[config.mk]
export PLATFORM = sky130hd
export DESIGN_NAME = fetch_queue
export DESIGN_NICKNAME = d
export VERILOG_FILES = /design/src/rtl/fetch_queue.sv
export SDC_FILE = /design/constraint.sdc
export NUM_CORES = 1
export LEC_CHECK = 0
export CORE_ASPECT_RATIO = 0.9
export CORE_MARGIN = 2
export CORE_UTILIZATION = 30
export DETAILED_ROUTE_END_ITERATION = 10
export PLACE_DENSITY = 0.47
export RECOVER_POWER = 50
export SLEW_MARGIN = 20
export SYNTH_ARGS = -nofsm -noshare
export SYNTH_HDL_FRONTEND = slang
export SYNTH_SLANG_ARGS = --single-unit
[constraint.sdc]
create_clock -name clk_i -period 2.9 [get_ports clk_i]
set_clock_uncertainty 0.1 [all_clocks]
set_input_delay 0.29 -clock clk_i [delete_from_list [all_inputs] [get_ports clk_i]]
set_output_delay 0.29 -clock clk_i [all_outputs]
set_load 0.05 [all_outputs]
[src/rtl/fetch_queue.sv]
// Instruction buffer between fetch and decode: circular FIFO of {pc, instr, fault}
// entries with a valid/ready head and a full flush on redirect.
module fetch_queue #(
  parameter int DEPTH = 4,
  parameter int XLEN  = 32
) (
  input  logic                     clk_i,
  input  logic                     rst_ni,
  input  logic                     redir_i,
  input  logic                     f_valid_i,
  input  logic [XLEN-1:0]          f_pc_i,
  input  logic [XLEN-1:0]          f_instr_i,
  input  logic                     f_fault_i,
  output logic                     f_ready_o,
  output logic                     d_valid_o,
  output logic [XLEN-1:0]          d_pc_o,
  output logic [XLEN-1:0]          d_instr_o,
  output logic                     d_fault_o,
  input  logic                     d_ready_i,
  output logic [$clog2(DEPTH):0]   count_o
);

  localparam int AW = $clog2(DEPTH);
  localparam int CW = AW + 1;
  localparam logic [CW-1:0] FULL = CW'(DEPTH);

  typedef struct packed {
    logic [XLEN-1:0] pc;
    logic [XLEN-1:0] instr;
    logic            fault;
  } entry_t;

  entry_t          mem [DEPTH];
  entry_t          head;
  logic [AW-1:0]   wr_ptr;
  logic [AW-1:0]   rd_ptr;
  logic [CW-1:0]   count;
  logic            enq;
  logic            deq;

  // Ready looks only at registered occupancy, so a full queue refuses a write
  // even when decode drains the head in the same cycle.
  assign f_ready_o = (count != FULL);
  assign d_valid_o = (count != '0) && !redir_i;
  assign enq       = f_valid_i && f_ready_o;
  assign deq       = d_valid_o && d_ready_i;
  assign count_o   = count;

  assign head      = mem[rd_ptr];
  assign d_pc_o    = d_valid_o ? head.pc    : '0;
  assign d_instr_o = d_valid_o ? head.instr : '0;
  assign d_fault_o = d_valid_o && head.fault;

  // NOTE: storage carries no reset; an empty queue masks whatever the array holds.
  always_ff @(posedge clk_i) begin
    if (enq && !redir_i) begin
      mem[wr_ptr] <= '{pc: f_pc_i, instr: f_instr_i, fault: f_fault_i};
    end
  end

  // NOTE: non-blocking assignments keep every register sampling pre-edge values.
  always_ff @(posedge clk_i or negedge rst_ni) begin
    if (!rst_ni) begin
      wr_ptr <= '0;
      rd_ptr <= '0;
      count  <= '0;
    end else if (redir_i) begin
      // Flush beats both enqueue and dequeue: the incoming entry is wrong-path.
      wr_ptr <= '0;
      rd_ptr <= '0;
      count  <= '0;
    end else begin
      if (enq) wr_ptr <= wr_ptr + AW'(1);
      if (deq) rd_ptr <= rd_ptr + AW'(1);
      case ({enq, deq})
        2'b10:   count <= count + CW'(1);
        2'b01:   count <= count - CW'(1);
        default: count <= count;
      endcase
    end
  end

  a_count_bound: assert property (@(posedge clk_i) disable iff (!rst_ni) count <= FULL);
  a_no_overflow: assert property (@(posedge clk_i) disable iff (!rst_ni) !(enq && count == FULL));
  a_no_underflow: assert property (@(posedge clk_i) disable iff (!rst_ni) !(deq && count == '0));

endmodule

* After elaboration in Yosys (flattened, before gate mapping)
Memory sizes are Yosys's and may differ from the RTL's. Index checks and enable logic that the tools add are counted.
Word-level totals: register bits after elaboration 7, memory bits (writable) 260, logic and storage cells 31, memories 1
Cells by class: add/sub/neg operators 4, eq/ne operators 3, mux-type cells 10, reductions and logical operators 10
Memories:
- mem | depth 4, width 65, read ports 1, clocked after memory_dff 0, wr ports 1, RTL line 33 | entry_t mem [DEPTH];
Operators by type and width (count):
- 32-bit 2-to-1 mux | 2
- 2-bit 2-to-1 mux | 4
- 3-bit case mux with 2 select lines | 1
- 3-bit nonzero test | 2
- 1-bit logical AND | 5
- 2-bit by 1-bit adder with 2-bit output (second input constant) | 2
- 2-bit nonzero test | 2
- 3-bit by 1-bit adder with 3-bit output (second input constant) | 1
- 3-bit 2-to-1 mux | 1
- 3-bit inequality test (second input constant) | 1
- 3-bit by 1-bit subtractor with 3-bit output (second input constant) | 1
- 2-bit by 1-bit equality test with 1-bit output (second input constant) | 1
- 2-bit equality test (second input constant) | 1
- 1-bit 2-to-1 mux | 2
- 1-bit logical NOT | 1

* Logic depth before layout (Yosys ltp)
Gate-level depths: netlist of run 1.
depth in word-level cells 6, gate-level depth with buffers 8, depth with buffers taken out 6

* Worst setup path before layout of run 1
Ideal clock, no wire load.
path kind register to register, from register count[0], in the netlist count_o[0], to memory mem[0][0] in the netlist's numbering (enable), data arrival time 3263 ps, setup slack -893 ps, cell stages (with the launch flop) 5, period minus slack after synthesis 3793 ps, cell sequence dfrtp_1 buf_2 or3b_1 nor3b_1 and2_1
Between the ends: cells in the longest elaborated chain, start to end 5
Ends and longest elaborated chain:
- from (decl) | RTL line 37 | logic [CW-1:0] count;
- from (signal assigned) | RTL line 76 | 2'b10: count <= count + CW'(1);
- from (signal assigned) | RTL line 77 | 2'b01: count <= count - CW'(1);
- from (signal assigned) | RTL line 78 | default: count <= count;
- 3-bit inequality test | RTL line 43 | assign f_ready_o = (count != FULL);
- net f_ready_o | RTL line 14 | output logic f_ready_o,
- 1-bit logical AND | RTL line 45 | assign enq = f_valid_i && f_ready_o;
- 1-bit logical AND | RTL line 56 | if (enq && !redir_i) begin
- 1-bit 2-to-1 mux | RTL line 56
- 1-bit 2-to-1 mux (not written as such) | RTL line 57 | mem[wr_ptr] <= '{pc: f_pc_i, instr: f_instr_i, fault: f_fault_i};
- to (decl) | RTL line 33
The timed path passes the listed nets, and every way through them passes these cells.

* Worst setup path after layout of run 1
from register count[0], in the netlist count_o[0], to output port d_pc_o[23]
Between the ends: cells in the longest elaborated chain, start to end 3
Ends and longest elaborated chain:
- 3-bit nonzero test | RTL line 44 | assign d_valid_o = (count != '0) && !redir_i;
- 1-bit logical AND | RTL line 44
- 32-bit 2-to-1 mux | RTL line 50 | assign d_pc_o = d_valid_o ? head.pc : '0;
- to (decl) | RTL line 16 | output logic [XLEN-1:0] d_pc_o,
Every way passes these cells.

==> results of run 1 <==
==> worst max path at each step <==
| stage | start | endpoint | slack [ns] | cells past startpoint |
|---|---|---|---|---|
| after CTS | count_o[0] | d_pc_o[3] | 0.16 | 5 |
| after floorplan | count_o[0] | mem[0][0] | -0.19 | 4 |
| after global routing | count_o[0] | d_pc_o[3] | 0.08 | 5 |
| after detailed placement | redir_i | d_pc_o[3] | 0.51 | 5 |
| after global placement | redir_i | d_pc_o[3] | 0.54 | 5 |
| final | count_o[0] | d_pc_o[23] | 0.22 | 5 |
==> metrics by stage <==
step           setup TNS, ns  util, %  instance area [sq um]
2_1_floorplan         -49.57        -                  10400
3_3_place_gp               0     38.6                  13200
3_5_place_dp               0     38.6                  13200
4_1_cts                    0     41.5                  14200
5_1_grt                    0     41.5                  14100
6_report                   0     41.5                  14200
==> layer usage <==
| layer | vias to the layer above | part of all wire (%) |
|---|---|---|
| met5 | - | 0.11 |
| met4 | 4 | 1.9 |
| met2 | 132 | 52 |
| li1 | 2271 | - |
| met1 | 2638 | 42 |
| met3 | 38 | 4.3 |
==> sequential cells by signal, summed over array words and instances, names as in the netlist <==
register  flops
count_o       3
mem         260
rd_ptr        2
wr_ptr        2
==> final cells by class <==
type | count | area (sq um) | share of cell area, %
Tap cell | 462 | 578 | 4.08
Timing Repair Buffer | 161 | 2340 | 16.5
Multi-Input combinational cell | 182 | 2230 | 15.7
Antenna cell | 3 | 7.51 | 0.0530
Clock buffer | 31 | 733 | 5.18
Inverter | 4 | 15.0 | 0.106
Clock inverter | 23 | 265 | 1.87
Sequential cell | 267 | 7990 | 56.4
==> Yosys cell counts (2+ instances only) <==
| master | instances | share of area, % |
|---|---|---|
| ha_1 | 4 | 0.48 |
| xnor2_1 | 2 | 0.17 |
| edfxtp_1 | 260 | 75 |
| mux4_2 | 65 | 14 |
| a21oi_1 | 5 | 0.24 |
| o21ai_0 | 3 | 0.14 |
| buf_12 | 4 | 0.77 |
| clkbuf_1 | 10 | 0.36 |
| xor2_1 | 3 | 0.25 |
| nand3_1 | 3 | 0.14 |
| inv_1 | 4 | 0.14 |
| dfrtp_1 | 7 | 1.7 |
| buf_4 | 2 | 0.14 |
| buf_2 | 8 | 0.38 |
| nor3_1 | 2 | 0.096 |
| nor2_1 | 8 | 0.29 |
| nand2b_1 | 2 | 0.12 |
| nand2_1 | 4 | 0.14 |
| and2_1 | 69 | 4.2 |
==> worst reg2reg max path: stages (launching register included) <==
cell	delay [ns]
dfrtp_1	0.53
or3b_1	0.25
nor3b_1	0.22
clkbuf_1	0.20
and2_4	0.19
clkbuf_2	0.71
==> cells by family (layout without fill, tap and decap cells) <==
kind of cell               count (synthesis)  count (layout)  synth area share, %
buffers and inverters                     30             219                 1.96
and+or+nand+nor                           96              96                 5.50
adders and majority gates                  5               5                0.674
DFF                                      267             267                 76.7
other                                      0               3                    0
AOI/OAI and AO/OA                         11              11                0.626
xor gates and xnor gates                   5               5                0.421
muxes                                     65              65                 14.1
==> power by group through the flow <==
stage / combinational [mW] / clock (mW) / sequential [mW]
after floorplan: 0.877 / 0 / 4.50
after global placement: 1.57 / 0 / 4.51
after detailed placement: 1.58 / 0 / 4.52
after CTS: 1.61 / 3.91 / 4.42
after global routing: 1.64 / 4.05 / 4.43
final: 1.54 / 3.78 / 4.42
==> timing repair <==
item / CTS / global route
endpoints found under the hold margin: 7 / 0
buffers inserted: 1 / 0
setup endpoints to repair: 11 / 0
hold buffers: 1 / 0
==> results.yml, run 1 <==
worst_setup_path:
  cp_top_family: "simple AND/OR/NAND/NOR gates"
  cp-end-kind: "primary output"
  required_ns: 2.51
  reg2reg_from: "count_o[0]"
  crit_arrival_ns: 2.29
  r2r_end: "mem[0][18]"
  cp_max_fo: 45
  cp.buffers_inverters: 2
  crit_slowest_cell: "nor3_1"
  crit_type: "reg2out"
  start_kind: "register"
  worst-r2r-cell-count: 5
  worstPathCellList: "nor3_1 -> nor2_4 -> buf_4 -> and2_1 -> buf_12"
  cpPeakStageDelay_ns: 0.50
  reg2reg_slack_ns: 0.28
synth:
  yosys_warnings: 0
  syn-num-nets: 554
  synth_cell_types: 33
  synth-seq-area-share_pct: 76.7
  synth_ff_type: "edfxtp_1"
  syn_inst: 479
  synth_edf_count: 260
  netlist_area_sq_um: 10400
  synth_seq_cells: 267
  avgSynthCellArea_sq_um: 21.7
  postSynth.asyncResetShare_pct: 2.62
cells_and_area:
  drive_above_1_share_pct: 30.4
  final_cell_mix: "edfxtp_1 (260), buf_12 (76), dlygate4sd3_1 (67)"
  layout.nets: 720
  area_delta_synth_final_pct: 36.1
  final_common_cell: "edfxtp_1"
  layoutNonFillerInstCount: 1133
  fill_cells: 3037
min_path:
  hold-path-cell-count: 1
  min_to: "mem[2][42]"
  hp-start: "f_pc_i[9]"
  hold_path.class: "in2reg"
detailed_routing:
  drt_iter0_drc: 293
  wl_per_cell_um: 19.6
  ant_nets: 0
  vias: 5083
  viasPerCell: 4.49
  first_pass_iters: 4
  route.detailed.drc: 0
  drt_wl_total_um: 22200
power_and_ir_drop:
  p_sw_share_pct: 23.4
  power_frac_comb_pct: 15.8
  ir_drop_mv: 0.462
  seqPwrFrac_pct: 45.4
  pwr_density_cell_nw_per_um2: 689
  power.share.clock_pct: 38.8
  p_sw_mw: 2.29
  p_int_mw: 7.46
  power.total_mw: 9.75
  power.leakage_nw: 4.61
clock_network:
  cts.sinks: 267
  cts_buffer_depth: 3
  clock_latency_ns: 0.54
  h-tree-depth: 1
  cts_buffers: 29
  clk_pin_slew_ns: 0.06
  cts_tree: "built"
  post_cts_resized: 0
  root_buffer: "clkbuf_16"
floorplanning:
  start_util_pct: 30.5
  row_count: 64
  core_region_area_sq_um: 34100
  io_pins: 140
  dieHeight_um: 181
  die_area_sq_um: 36200
  die_x_um: 200
sta:
  post-route-period-util_pct: 92.6
  worst_pin_slew_ns: 0.937
  rsz0062_at_grt: "no"
  finalCriticalPeriod_ns: 2.68
  fin_ws_ns: 0.215
  finalHoldViolCount: 0
  finalSetupViolCount: 0
  hold_ws_ns: 0.358
  slew_headroom_pct: 37.5
  max_freq_mhz: 372
  slew_viol_final: 0
global_route:
  grt_pass1_wl_um: 33900
  grt_overflow: 0
  grt_usage_pct: 12.3
  grt_max_degree: 45
  grtUsageMet3_pct: 2.82
  grt_pass1_vias: 5663
  use_met2_pct: 22.2
  grt_use_met1_pct: 15.2
  antenna_found_initial: 4
  top_usage_layer: "met2"
placement:
  port_buffers: 139
  dp_cells: 1074
  hpwl_um: 13900
  dp_slack_ns: 0.508
  gp_congestion: 0.758
flow_run:
  max_cap_viol_count: 0
status:
  status: "finished, final reports clean"
Note: power is estimated with default switching activity, not from simulation.
==> run 2: changes to the inputs <==
--- a/config.mk
+++ b/config.mk
@@ -5,11 +5,13 @@
 export SDC_FILE = /design/constraint.sdc
 export NUM_CORES = 1
 export LEC_CHECK = 0
+export CELL_PAD_IN_SITES_DETAIL_PLACEMENT = 2
+export CELL_PAD_IN_SITES_GLOBAL_PLACEMENT = 2
 export CORE_ASPECT_RATIO = 0.9
 export CORE_MARGIN = 2
-export CORE_UTILIZATION = 30
+export CORE_UTILIZATION = 38
 export DETAILED_ROUTE_END_ITERATION = 10
-export PLACE_DENSITY = 0.47
+export PLACE_DENSITY = 0.72
 export RECOVER_POWER = 50
 export SLEW_MARGIN = 20
 export SYNTH_ARGS = -nofsm -noshare
==> run 2 against run 1 <==
- utilization is 9.5 points higher
- maximum frequency is 1.1% lower
- count of clock-buffer cells in the layout is 3 higher
- wire length is 16% higher
- combinational power hardly changed
- die area is 21% lower
- sequential share of layout area is 1.6 points higher
- critical path depth is 1 lower
- register-to-register slack better by 0.16 ns
- critical path type unchanged
- critical endpoint is now d_instr_o[6]
- highest routed layer unchanged
==> results.yml, run 2 (synthesis gave the netlist of run 1 again) <==
status:
  status: "finished, final reports clean"
detailed_routing:
  ant_nets: 0
  first_pass_iters: 4
  route.detailed.drc: 0
  drt_wl_total_um: 25700
  vias: 5206
  viasPerCell: 5.10
  drt_iter0_drc: 363
  wl_per_cell_um: 25.2
sta:
  slew_headroom_pct: 65.3
  hold_ws_ns: 0.343
  finalCriticalPeriod_ns: 2.72
  post-route-period-util_pct: 93.6
  worst_pin_slew_ns: 0.519
  slew_viol_final: 0
  finalHoldViolCount: 0
  fin_ws_ns: 0.185
  max_freq_mhz: 368
  rsz0062_at_grt: "no"
  finalSetupViolCount: 0
worst_setup_path:
  cp_max_fo: 10
  worstPathCellList: "buf_4 -> mux4_2 -> and2_1 -> buf_12"
  required_ns: 2.51
  cp-end-kind: "primary output"
  worst-r2r-cell-count: 4
  crit_slowest_cell: "mux4_2"
  crit_type: "reg2out"
  start_kind: "register"
  r2r_end: "mem[2][53]"
  reg2reg_from: "count_o[1]"
  cpPeakStageDelay_ns: 0.58
  crit_arrival_ns: 2.33
  reg2reg_slack_ns: 0.44
clock_network:
  h-tree-depth: 1
  cts.sinks: 267
  cts_buffer_depth: 3
  cts_buffers: 29
  clock_latency_ns: 0.53
  cts_tree: "built"
  root_buffer: "clkbuf_16"
  clk_pin_slew_ns: 0.06
  post_cts_resized: 0
global_route:
  antenna_found_initial: 3
  grt_pass1_wl_um: 38500
  grt_overflow: 0
  grt_max_degree: 58
  grt_pass1_vias: 6020
  grt_usage_pct: 18.3
cells_and_area:
  drive_above_1_share_pct: 30.3
  area_delta_synth_final_pct: 32.3
  diodes: 0
  largest_reg_flops: 260
  top_register: "mem"
  layout.nets: 721
  final_cell_mix: "edfxtp_1 (260), dlygate4sd3_1 (67), mux4_2 (65), and2_1 (65), buf_12 (56)"
  utilization_pct: 51.0
  final_common_cell: "edfxtp_1"
floorplanning:
  dieHeight_um: 161
  core_region_area_sq_um: 27000
  die_area_sq_um: 28700
  die_x_um: 178
  io_pins: 140
  start_util_pct: 38.6
  row_count: 57
placement:
  port_buffers: 139
  hpwl_um: 17300
  gp_congestion: 0.742
  dp_slack_ns: 0.305
min_path:
  min_to: "wr_ptr[1]"
  hp-start: "f_valid_i"
  hold_path.class: "in2reg"
  hold-path-cell-count: 3
power_and_ir_drop:
  power.leakage_nw: 4.56
  pwr_density_cell_nw_per_um2: 709
  ir_drop_mv: 0.430
flow_run:
  max_cap_viol_count: 0
[run 2: cell count changes in the layout (fill, tap and decap cells not counted), sizes merged]
| cell | before | now |
|---|---|---|
| clkbuf | 33 | 34 |
| buf | 85 | 88 |
| clkinvlp | 2 | 0 |
| diode | 3 | 0 |
| clkinv | 14 | 11 |
[run 2: final cells by class]
type,count,area [sq um]
clock buffers,34,744
clock inverters,18,238
fillers,2325,13200
inverters,4,15.0
multi-input cells,182,2230
flip-flops and latches,267,7990
well taps,354,443
repair buffers,162,2100
[run 2: how the worst max path moves through the flow]
stage | end | start | cells after the start | slack (ns)
final | d_instr_o[6] | rd_ptr[0] | 4 | 0.18
after CTS | d_instr_o[6] | rd_ptr[0] | 4 | 0.13
after floorplan | mem[0][0] | count_o[0] | 4 | -0.19
after global placement | mem[1][21] | redir_i | 4 | 0.46
after detailed placement | mem[0][17] | redir_i | 4 | 0.31
after global routing | d_instr_o[6] | rd_ptr[0] | 4 | 0.09
[run 2: where the power goes]
group,internal [mW],total [mW],switching (mW)
Sequential,4.38,4.44,0.0652
Combinational,0.689,1.51,0.817
Clock,2.35,3.81,1.45
Total,7.42,9.75,2.33
[run 2: routing by layer]
| metal | share of wire, % | track usage, % | up-vias | routed length, um |
|---|---|---|---|---|
| li1 | - | - | 2263 | - |
| met1 | 42 | 24.0 | 2759 | 10800 |
| met2 | 52 | 32.6 | 145 | 13500 |
| met3 | 4.2 | 3.03 | 35 | 1080 |
| met4 | 1.3 | 2.96 | 4 | 322 |
| met5 | 0.12 | 0 | - | 30 |
[run 2: repair_timing]
item                                    in CTS  in global routing
setup buffers                                2                  0
endpoints found under the setup margin      10                  0
endpoints found under the hold margin        7                  0
hold buffers                                 1                  0
[run 2: critical path: cells and delay by family (launching register included)]
family                 cells  cell delay (ns)
flip-flops                 1             0.53
AND/OR/NAND/NOR            1             0.22
multiplexers               1             0.58
buffers and inverters      2             0.45
[run 2: per-stage QoR]
step	cells	cell area, sq um	TNS (ns)	total power [mW]
2_1_floorplan	479	10400	-49.57	5.38
3_3_place_gp	966	12800	0	6.00
3_5_place_dp	966	12800	0	6.07
4_1_cts	1021	13800	0	9.90
5_1_grt	1021	13800	0	10.1
6_report	1021	13800	0	9.75
